**src/rtl/mmio_hub_if.sv**
```systemverilog
// mmio_hub_if: datapath, dmem, console sink and test-status signals of the
// MMIO hub. The hub takes the slave view; the CPU/dmem/sink side takes master.
//
// Handshake (console sink): console_valid && console_ready at a rising clk
// edge transfers console_data. While console_valid is high and
// console_ready is low, console_data holds its value. console_valid never
// depends combinationally on console_ready.
interface mmio_hub_if #(
  parameter int XLEN          = 32,
  parameter int CONSOLE_WIDTH = 8
);
  logic [XLEN-1:0]          cpu_addr;
  logic [XLEN-1:0]          cpu_wdata;
  logic [XLEN-1:0]          cpu_wmask;
  logic                     cpu_we;
  logic [XLEN-1:0]          cpu_rdata;
  logic [XLEN-1:0]          mem_addr;
  logic [XLEN-1:0]          mem_wdata;
  logic [XLEN-1:0]          mem_wmask;
  logic                     mem_we;
  logic [XLEN-1:0]          mem_rdata;
  logic [CONSOLE_WIDTH-1:0] console_data;
  logic                     console_valid;
  logic                     console_ready;
  logic                     console_overflow;
  logic                     test_passed;
  logic                     test_failed;
  logic [XLEN-1:0]          test_code;

  modport slave (
    input  cpu_addr, cpu_wdata, cpu_wmask, cpu_we, mem_rdata, console_ready,
    output cpu_rdata, mem_addr, mem_wdata, mem_wmask, mem_we,
           console_data, console_valid, console_overflow,
           test_passed, test_failed, test_code
  );

  modport master (
    output cpu_addr, cpu_wdata, cpu_wmask, cpu_we, mem_rdata, console_ready,
    input  cpu_rdata, mem_addr, mem_wdata, mem_wmask, mem_we,
           console_data, console_valid, console_overflow,
           test_passed, test_failed, test_code
  );
endinterface

```
**src/rtl/mmio_hub.sv**
```systemverilog
// mmio_hub: memory-mapped I/O decoder between the datapath data port and dmem.
// Peripherals: buffered console transmit FIFO, console status register,
// sticky pass/fail test-status register, and an optional cycle counter
// enabled by defining MMIO_CYCLE_COUNTER_EN. Anything outside the MMIO
// words passes through to dmem unchanged.
module mmio_hub #(
  parameter int              XLEN           = 32,
  parameter logic [XLEN-1:0] CONSOLE_ADDR   = XLEN'(32'h1000_0000),
  parameter logic [XLEN-1:0] TEST_STAT_ADDR = XLEN'(32'h2000_0000),
  parameter logic [XLEN-1:0] PASS_MAGIC     = XLEN'(123456789),
  parameter int              CONSOLE_DEPTH  = 8,
  parameter int              CONSOLE_WIDTH  = 8
) (
  input logic       clk,
  input logic       reset,
  mmio_hub_if.slave bus
);
  localparam int AW    = $clog2(CONSOLE_DEPTH);
  localparam int CNT_W = AW + 1;
  localparam logic [XLEN-1:0] CONSOLE_STAT_ADDR = CONSOLE_ADDR + XLEN'(4);
  localparam logic [XLEN-1:0] CYCLE_ADDR        = TEST_STAT_ADDR + XLEN'(8);

  // Address decode
  logic hit_con_data, hit_con_stat, hit_test, hit_cyc, hit;

  // Console FIFO state
  logic [CONSOLE_WIDTH-1:0] fifo_q [CONSOLE_DEPTH];
  logic [AW-1:0]            wr_ptr, rd_ptr;
  logic [CNT_W-1:0]         count;
  logic                     overflow;
  logic                     full, empty, push_req, push_ok, pop;

  // Test status state
  logic            passed, failed;
  logic [XLEN-1:0] code;
  logic [XLEN-1:0] stat_word;

`ifdef MMIO_CYCLE_COUNTER_EN
  logic [XLEN-1:0] cycle_q;
`endif

  assign hit_con_data = (bus.cpu_addr == CONSOLE_ADDR);
  assign hit_con_stat = (bus.cpu_addr == CONSOLE_STAT_ADDR);
  assign hit_test     = (bus.cpu_addr == TEST_STAT_ADDR);
`ifdef MMIO_CYCLE_COUNTER_EN
  assign hit_cyc      = (bus.cpu_addr == CYCLE_ADDR);
`else
  assign hit_cyc      = 1'b0;
`endif
  assign hit = hit_con_data | hit_con_stat | hit_test | hit_cyc;

  // dmem side: address always forwarded, stores suppressed on an MMIO hit
  assign bus.mem_addr  = bus.cpu_addr;
  assign bus.mem_we    = bus.cpu_we & ~hit;
  assign bus.mem_wdata = hit ? '0 : bus.cpu_wdata;
  assign bus.mem_wmask = hit ? '0 : bus.cpu_wmask;

  // FIFO control: a push into a full FIFO survives only if the head leaves
  // on the same edge; an empty FIFO cannot pop, so no bypass path exists.
  assign full     = (count == CNT_W'(CONSOLE_DEPTH));
  assign empty    = (count == '0);
  assign pop      = ~empty & bus.console_ready;
  assign push_req = bus.cpu_we & hit_con_data;
  assign push_ok  = push_req & (~full | pop);

  // Pointers, occupancy and sticky overflow
  always_ff @(posedge clk or posedge reset) begin
    if (reset) begin
      wr_ptr   <= '0;
      rd_ptr   <= '0;
      count    <= '0;
      overflow <= 1'b0;
    end else begin
      if (push_ok) wr_ptr <= wr_ptr + AW'(1);
      if (pop)     rd_ptr <= rd_ptr + AW'(1);
      if (push_ok && !pop)      count <= count + CNT_W'(1);
      else if (!push_ok && pop) count <= count - CNT_W'(1);
      if (push_req && !push_ok) overflow <= 1'b1;
    end
  end

  // FIFO storage; contents are only visible through count, so no reset needed
  always_ff @(posedge clk) begin
    if (push_ok) fifo_q[wr_ptr] <= bus.cpu_wdata[CONSOLE_WIDTH-1:0];
  end

  assign bus.console_valid    = ~empty;
  assign bus.console_data     = empty ? '0 : fifo_q[rd_ptr];
  assign bus.console_overflow = overflow;

  // Sticky test status: first failure value is kept, flags clear only on reset
  always_ff @(posedge clk or posedge reset) begin
    if (reset) begin
      passed <= 1'b0;
      failed <= 1'b0;
      code   <= '0;
    end else if (bus.cpu_we && hit_test) begin
      if (bus.cpu_wdata == PASS_MAGIC) begin
        passed <= 1'b1;
      end else if (!failed) begin
        failed <= 1'b1;
        code   <= bus.cpu_wdata;
      end
    end
  end

  assign bus.test_passed = passed;
  assign bus.test_failed = failed;
  assign bus.test_code   = code;

`ifdef MMIO_CYCLE_COUNTER_EN
  // Free-running cycle counter; a store loads it instead of incrementing
  always_ff @(posedge clk or posedge reset) begin
    if (reset)                    cycle_q <= '0;
    else if (bus.cpu_we && hit_cyc) cycle_q <= bus.cpu_wdata;
    else                          cycle_q <= cycle_q + XLEN'(1);
  end
`endif

  // Console status word: full, empty, overflow, count in [15:8]
  always_comb begin
    stat_word       = '0;
    stat_word[0]    = full;
    stat_word[1]    = empty;
    stat_word[2]    = overflow;
    stat_word[15:8] = 8'(count);
  end

  // Load data: MMIO register on a hit, otherwise dmem
  always_comb begin
    bus.cpu_rdata = bus.mem_rdata;
    if (hit_con_data)      bus.cpu_rdata = '0;
    else if (hit_con_stat) bus.cpu_rdata = stat_word;
    else if (hit_test)     bus.cpu_rdata = {{(XLEN-2){1'b0}}, failed, passed};
`ifdef MMIO_CYCLE_COUNTER_EN
    else if (hit_cyc)      bus.cpu_rdata = cycle_q;
`endif
  end
endmodule

```
**src/flat_wrapper.sv**
```systemverilog
// flat-port wrapper written by rule: the top's interface ports become plain ports
module mmio_hub_flat 
#(
  parameter int              XLEN           = 32,
  parameter logic [XLEN-1:0] CONSOLE_ADDR   = XLEN'(32'h1000_0000),
  parameter logic [XLEN-1:0] TEST_STAT_ADDR = XLEN'(32'h2000_0000),
  parameter logic [XLEN-1:0] PASS_MAGIC     = XLEN'(123456789),
  parameter int              CONSOLE_DEPTH  = 8,
  parameter int              CONSOLE_WIDTH  = 8
)
  (clk, reset, bus_cpu_addr, bus_cpu_wdata, bus_cpu_wmask, bus_cpu_we, bus_mem_rdata, bus_console_ready, bus_cpu_rdata, bus_mem_addr, bus_mem_wdata, bus_mem_wmask, bus_mem_we, bus_console_data, bus_console_valid, bus_console_overflow, bus_test_passed, bus_test_failed, bus_test_code);
  mmio_hub_if #(.XLEN(XLEN), .CONSOLE_WIDTH(CONSOLE_WIDTH)) bus_i ();
  input logic clk;
  input logic reset;
  input wire logic [$bits(bus_i.cpu_addr)-1:0] bus_cpu_addr;
  input wire logic [$bits(bus_i.cpu_wdata)-1:0] bus_cpu_wdata;
  input wire logic [$bits(bus_i.cpu_wmask)-1:0] bus_cpu_wmask;
  input wire logic [$bits(bus_i.cpu_we)-1:0] bus_cpu_we;
  input wire logic [$bits(bus_i.mem_rdata)-1:0] bus_mem_rdata;
  input wire logic [$bits(bus_i.console_ready)-1:0] bus_console_ready;
  output wire logic [$bits(bus_i.cpu_rdata)-1:0] bus_cpu_rdata;
  output wire logic [$bits(bus_i.mem_addr)-1:0] bus_mem_addr;
  output wire logic [$bits(bus_i.mem_wdata)-1:0] bus_mem_wdata;
  output wire logic [$bits(bus_i.mem_wmask)-1:0] bus_mem_wmask;
  output wire logic [$bits(bus_i.mem_we)-1:0] bus_mem_we;
  output wire logic [$bits(bus_i.console_data)-1:0] bus_console_data;
  output wire logic [$bits(bus_i.console_valid)-1:0] bus_console_valid;
  output wire logic [$bits(bus_i.console_overflow)-1:0] bus_console_overflow;
  output wire logic [$bits(bus_i.test_passed)-1:0] bus_test_passed;
  output wire logic [$bits(bus_i.test_failed)-1:0] bus_test_failed;
  output wire logic [$bits(bus_i.test_code)-1:0] bus_test_code;
  assign bus_i.cpu_addr = bus_cpu_addr;
  assign bus_i.cpu_wdata = bus_cpu_wdata;
  assign bus_i.cpu_wmask = bus_cpu_wmask;
  assign bus_i.cpu_we = bus_cpu_we;
  assign bus_i.mem_rdata = bus_mem_rdata;
  assign bus_i.console_ready = bus_console_ready;
  assign bus_cpu_rdata = bus_i.cpu_rdata;
  assign bus_mem_addr = bus_i.mem_addr;
  assign bus_mem_wdata = bus_i.mem_wdata;
  assign bus_mem_wmask = bus_i.mem_wmask;
  assign bus_mem_we = bus_i.mem_we;
  assign bus_console_data = bus_i.console_data;
  assign bus_console_valid = bus_i.console_valid;
  assign bus_console_overflow = bus_i.console_overflow;
  assign bus_test_passed = bus_i.test_passed;
  assign bus_test_failed = bus_i.test_failed;
  assign bus_test_code = bus_i.test_code;
  mmio_hub #(.XLEN(XLEN), .CONSOLE_ADDR(CONSOLE_ADDR), .TEST_STAT_ADDR(TEST_STAT_ADDR), .PASS_MAGIC(PASS_MAGIC), .CONSOLE_DEPTH(CONSOLE_DEPTH), .CONSOLE_WIDTH(CONSOLE_WIDTH)) u_core (.clk(clk), .reset(reset), .bus(bus_i));
endmodule
```
**config.mk**
```make
export PLATFORM = sky130hd
export DESIGN_NAME = mmio_hub_flat
export DESIGN_NICKNAME = d
export VERILOG_FILES = /design/src/rtl/mmio_hub_if.sv /design/src/rtl/mmio_hub.sv /design/src/flat_wrapper.sv
export SDC_FILE = /design/constraint.sdc
export NUM_CORES = 1
export LEC_CHECK = 0
export BUFFER_PORTS_ARGS = -buffer_cell sky130_fd_sc_hd__buf_4
export CORE_ASPECT_RATIO = 0.5
export CORE_MARGIN = 8
export CORE_UTILIZATION = 40
export CTS_CLUSTER_DIAMETER = 150
export DETAILED_ROUTE_END_ITERATION = 6
export PLACE_DENSITY = 0.74
export REMOVE_ABC_BUFFERS = 1
export SYNTH_ARGS = -nofsm -noshare
export SYNTH_HDL_FRONTEND = slang
export SYNTH_SLANG_ARGS = --single-unit
```
**constraint.sdc**
```tcl
create_clock -name clk -period 3.55 [get_ports clk]
set_input_delay 0.1775 -clock clk [delete_from_list [all_inputs] [get_ports clk]]
set_output_delay 0.1775 -clock clk [all_outputs]
set_load 0.01 [all_outputs]
```
After elaboration in Yosys (flattened, before gate mapping)
Memory sizes are Yosys's and may differ from the RTL's. Index checks and enable logic that the tools add are counted.

Register bits: 45. Memories kept: 1. Memory bits (writable): 64. Word-level logic and storage cells: 50.

Memories: u_core.fifo_q (depth 8, width 8, rd ports 1, clocked after memory_dff 0, wr ports 1, RTL line mmio_hub.sv:27) `logic [CONSOLE_WIDTH-1:0] fifo_q [CONSOLE_DEPTH];`.

Equality and inequality tests: 5. Reduce and logical (&&, ||, !) cells: 11. Mux-type cells: 10. Add/sub/neg operators: 4. Bitwise gates (word level): 12.

Operator list (number): 32-bit 2-to-1 mux (5); 32-bit by 29-bit equality test with 1-bit output, second input constant (2); 32-bit by 27-bit equality test with 1-bit output, second input constant (1); 32-bit by 30-bit equality test with 1-bit output, second input constant (1); 4-bit 2-to-1 mux (2); 8-bit 2-to-1 mux (1); 3-bit by 1-bit adder with 3-bit output, second input constant (2); 1-bit inverter (5); 4-bit by 1-bit adder with 4-bit output, second input constant (1); 1-bit bitwise AND (4); 4-bit equality test, second input constant (1); 1-bit logical AND (4); 4-bit logical NOT (1); 2-bit AND reduction (2); 4-bit by 1-bit subtractor with 4-bit output, second input constant (1); 1-bit OR (3); 3-bit AND reduction (1); 1-bit logical NOT (2); 1-bit 2-to-1 mux (2); 2-bit nonzero test (1).

Logic depth before layout (Yosys ltp)
Depth after elaboration: 9. Depth in mapped cells: 13. Gate-level depth less buffers: 13.

Least setup slack after synthesis
OpenSTA, ideal clock, no wires.

Path kind: flip-flop to flip-flop. Start point: register u_core.count[0]. End point: register u_core.count[3]. Clock period less this slack: 2693 ps. Arrival time: 2568 ps. Cell stages (with the launch flop): 12. Setup time: 125 ps. Slack: 857 ps. Path through: dfrtp_1 -> nor4_2 -> inv_1 -> nand2_1 -> ha_1 -> inv_1 -> ha_1 -> a21o_1 -> a21oi_1 -> xnor2_1 -> nor2_1 -> xor2_1.

Word-level cells in the longest chain between the ends: 8.

Ends and longest elaborated chain: start: declaration (RTL line mmio_hub.sv:29) `logic [CNT_W-1:0] count;`; start signal: assignment (RTL line mmio_hub.sv:76) `if (push_ok && !pop) count <= count + CNT_W'(1);`; start signal: assignment (RTL line mmio_hub.sv:77) `else if (!push_ok && pop) count <= count - CNT_W'(1);`; 4-bit logical NOT (*) (RTL line mmio_hub.sv:61) `assign empty = (count == '0);`; 1-bit inverter (*); net bus_console_valid (RTL line flat_wrapper.sv:27) `output wire logic [$bits(bus_i.console_valid)-1:0] bus_console_valid;`; 1-bit bitwise AND (*) (RTL line mmio_hub.sv:62) `assign pop = ~empty & bus.console_ready;`; 1-bit OR (RTL line mmio_hub.sv:64) `assign push_ok = push_req & (~full | pop);`; 1-bit bitwise AND (RTL line mmio_hub.sv:64); 1-bit logical NOT (RTL line mmio_hub.sv:77); 1-bit logical AND (RTL line mmio_hub.sv:77); 2-bit nonzero test (no source line).

Mark *: on every way through the listed nets, which the timed path passes. The rest lies on a longest branch. The select of a mux whose other input is x is not followed. A chain may end at the register's enable or synchronous reset.

Worst setup path in the final report
Start point: register u_core.count[0]. End point: register u_core.count[3].

Word-level cells in the longest chain between the ends: 8.

Ends and longest elaborated chain: 4-bit logical NOT (RTL line mmio_hub.sv:61); 1-bit inverter (RTL line mmio_hub.sv:62); 1-bit bitwise AND (RTL line mmio_hub.sv:62); 1-bit OR (*) (RTL line mmio_hub.sv:64); 1-bit bitwise AND (*) (RTL line mmio_hub.sv:64); net u_core.push_ok (RTL line mmio_hub.sv:31) `logic full, empty, push_req, push_ok, pop;`; 1-bit logical NOT (RTL line mmio_hub.sv:77); 1-bit logical AND (RTL line mmio_hub.sv:77); 2-bit nonzero test (no source line).

Marked as above.

==> metrics.txt <==
status=finished, final reports clean; vias=4254; crit path DAT=2.90 ns; antenna violations before repair=0; Adder-Cell Fraction of Synth Area=0.01469; postcts setup bufs=0; met1 wire length=7485 µm; kind of critical path=reg2reg; DR WL/cell=20.76 µm; complex-gate fraction of the synthesized area=0.02048; Final HPWL DP=14720 µm; CP peak stage delay=0.48 ns; simple-gate share of the synthesized area=0.1745; Post-DP Area=7915 µm²; DRT Pass-1 Iters=6; fin. max-slew vios=0; r2r worst-path depth=13; Post-synth top flop=edfxtp_1; final setup vio count=0; Ys Warns=0; top layer in use=met4; n_diodes=0; die area=18330 µm²; slack of the worst reg-to-reg path=0.87 ns; Post-synth EDFFs=64; critical path startpoint category=flip-flop; Die X=183.7 µm; most frequent cell after synthesis=and2_1; first-pass GRT wire length=27520 µm; setup TNS=0 ns; total wire length=18400 µm; largest family of logic cells by synthesized area=simple AND/OR/NAND/NOR gates; sequential share of the synthesized area=0.5422; critical-path cell list=nor3_1 > nand2_1 > or2_2 > nand3_1 > inv_1 > ha_1 > inv_1 > ha_1 > a21o_1 > a21oi_1 > xnor2_1 > nor2_1 > xor2_1; nets=827; Worst Tran Pin Value=0.9797 ns; initial core utilization=0.4126; power per cell area=325.6 nW/µm²; Synth cell types=40; vias per cell=4.801; Max Cap Viol=0; met2 wire len=9577 µm; Area Growth Syn to Fin=45.80%; fmax=0.3729 GHz; Die Y=99.83 µm; crit path time final=2.682 ns; post-CTS sizing=0; cell count after synthesis=411; cts bufs inserted=9; core area=13630 µm²; Reg-to-Reg Start=u_core.count[0]; CP required=3.77 ns; GRT Overall Usage=0.1957; XOR/XNOR share of the synthesized area=0.01246; worst hold path type=in2async; drt first-iter violations=164; critical-path maximum fanout=6; Leak Pwr=3.766 nW; RSZ-0062 raised after global routing=no; Congestion Overflow GR=0; Critical R2R Capture=u_core.count[3]; I/O Pins=305; clk_skew=0.009069 ns; DR WL met3=1124 µm; Synth area leader=edfxtp_1; Clk pin slew, worst setup/hold paths=0.08 ns; worst skew pair latency=0.34 ns; Rows=30; clk sink count=109; DRC=0; worst vdd ir=0.2326 mV; Critical Path Slowest Stage Cell=dfrtp_1; TritonCTS clock tree=built; post-synth design cell area=5622 µm²; largest net degree at the start of global routing=83; H-tree Lvls=3; number of global-route vias before repair=4541; Buffers on Ports=304; fin area=8197 µm²; root buf cell=clkbuf_16; worst hold margin=0.05525 ns; Synth top area share=0.3419; period utilization=0.7555; layout cells sized above 1=0.5749; mux contribution to synthesized area=0.1725; Max clock buf depth=2; Synth area leaders=edfxtp_1, dfrtp_1, and2_1; max_slew headroom=0.3469; final hold violations=0; asr flop ratio synth=0.4128; Final Wtd Congestion=0.8455; final antenna-violating net count=0; Synth Area per Inst=13.68 µm²; Synth Register Bits=109; top post-synthesis cells by count=and2_1, edfxtp_1, dfrtp_1; Hold-fix buffers, CTS=0; CP Capture Type=flip-flop
==> worst max-delay path by stage <==
stage	from	end	slack (ns)
2_1_floorplan	u_core.count[0]	u_core.count[3]	0.86
3_3_place_gp	bus_cpu_addr[17]	u_core.count[3]	0.77
3_5_place_dp	bus_cpu_addr[17]	u_core.count[3]	0.68
4_1_cts	u_core.count[0]	u_core.count[3]	0.87
5_1_grt	u_core.count[0]	u_core.count[3]	0.65
6_report	u_core.count[0]	u_core.count[3]	0.87
==> placed cells by master (no fill, tap or decap), drive strengths merged <==
master	n
nor3	7
a31o	1
dfrtp	45
o21a	2
mux4	16
a22o	5
xnor2	7
nand2b	4
o21ai	2
a21oi	3
mux2i	8
nor4bb	1
nor4b	3
and2	90
or4	2
nand3	2
nand4b	5
inv	9
nor2	17
nand2	6
edfxtp	64
o21bai	2
nand4	8
xor2	1
or2	1
fa	1
clkinvlp	1
buf	318
ha	5
mux2	37
clkinv	1
clkbuf	10
a21o	1
nor4	9
==> worst max-delay path: cells and delay by family (launching register included) <==
kind                       cells  cell delay [ns]
xor gates and xnor gates       2             0.27
adders and majority gates      2             0.44
buffers and inverters          2             0.18
and+or+nand+nor                5             0.85
AOI/OAI and AO/OA              2             0.33
DFF                            1             0.48
==> area by class of cell <==
class / instances / area (µm²)
fill: 1129 / 5429
sequential: 109 / 3048
timing repair buffer: 318 / 2387
multi-input combinational: 246 / 2221
tap: 192 / 240.2
clock buffer: 10 / 229.0
clock inverter: 6 / 52.55
inverter: 5 / 18.77
==> registers in the layout, summed over array words and instances (netlist names) <==
register / count
u_core.bus.test_failed: 1
u_core.fifo_q: 64
u_core.bus.test_code: 32
u_core.bus.test_passed: 1
u_core.wr_ptr: 3
u_core.rd_ptr: 3
u_core.count: 4
u_core.bus.console_overflow: 1
==> where the power goes <==
part           total (W)   switching (W)  leakage (nW)  internal, W
Combinational   0.000378        0.000162          2.42     0.000216
Sequential       0.00134  0.000000000614          1.20      0.00134
Clock           0.000950        0.000459         0.137     0.000490
==> through the flow <==
stage | worst slack [ns] | power (W) | utilization | instances
after floorplan | 0.8570 | 0.001459 | - | 360
after global placement | 0.7689 | 0.001746 | 0.5809 | 870
after detailed placement | 0.6824 | 0.001750 | 0.5809 | 870
after CTS | 0.8745 | 0.002690 | 0.6016 | 886
after global routing | 0.6465 | 0.002755 | 0.6016 | 886
final | 0.8680 | 0.002669 | 0.6016 | 886
==> layer usage <==
| layer | global-route usage | vias up |
|---|---|---|
| met5 | 0 | - |
| met4 | 0.03913 | 0 |
| met3 | 0.05948 | 13 |
| met2 | 0.3463 | 130 |
| met1 | 0.2337 | 2108 |
| li1 | - | 2003 |
==> cells by family after synthesis <==
family                   after synthesis
multiplexers                          61
buffers and inverters                 56
flip-flops                           109
XOR/XNOR                               8
AO/OA/AOI/OAI                         16
AND/OR/NAND/NOR                      155
adder cells (fa/ha/maj)                6
(Power assumes the default switching activity.)
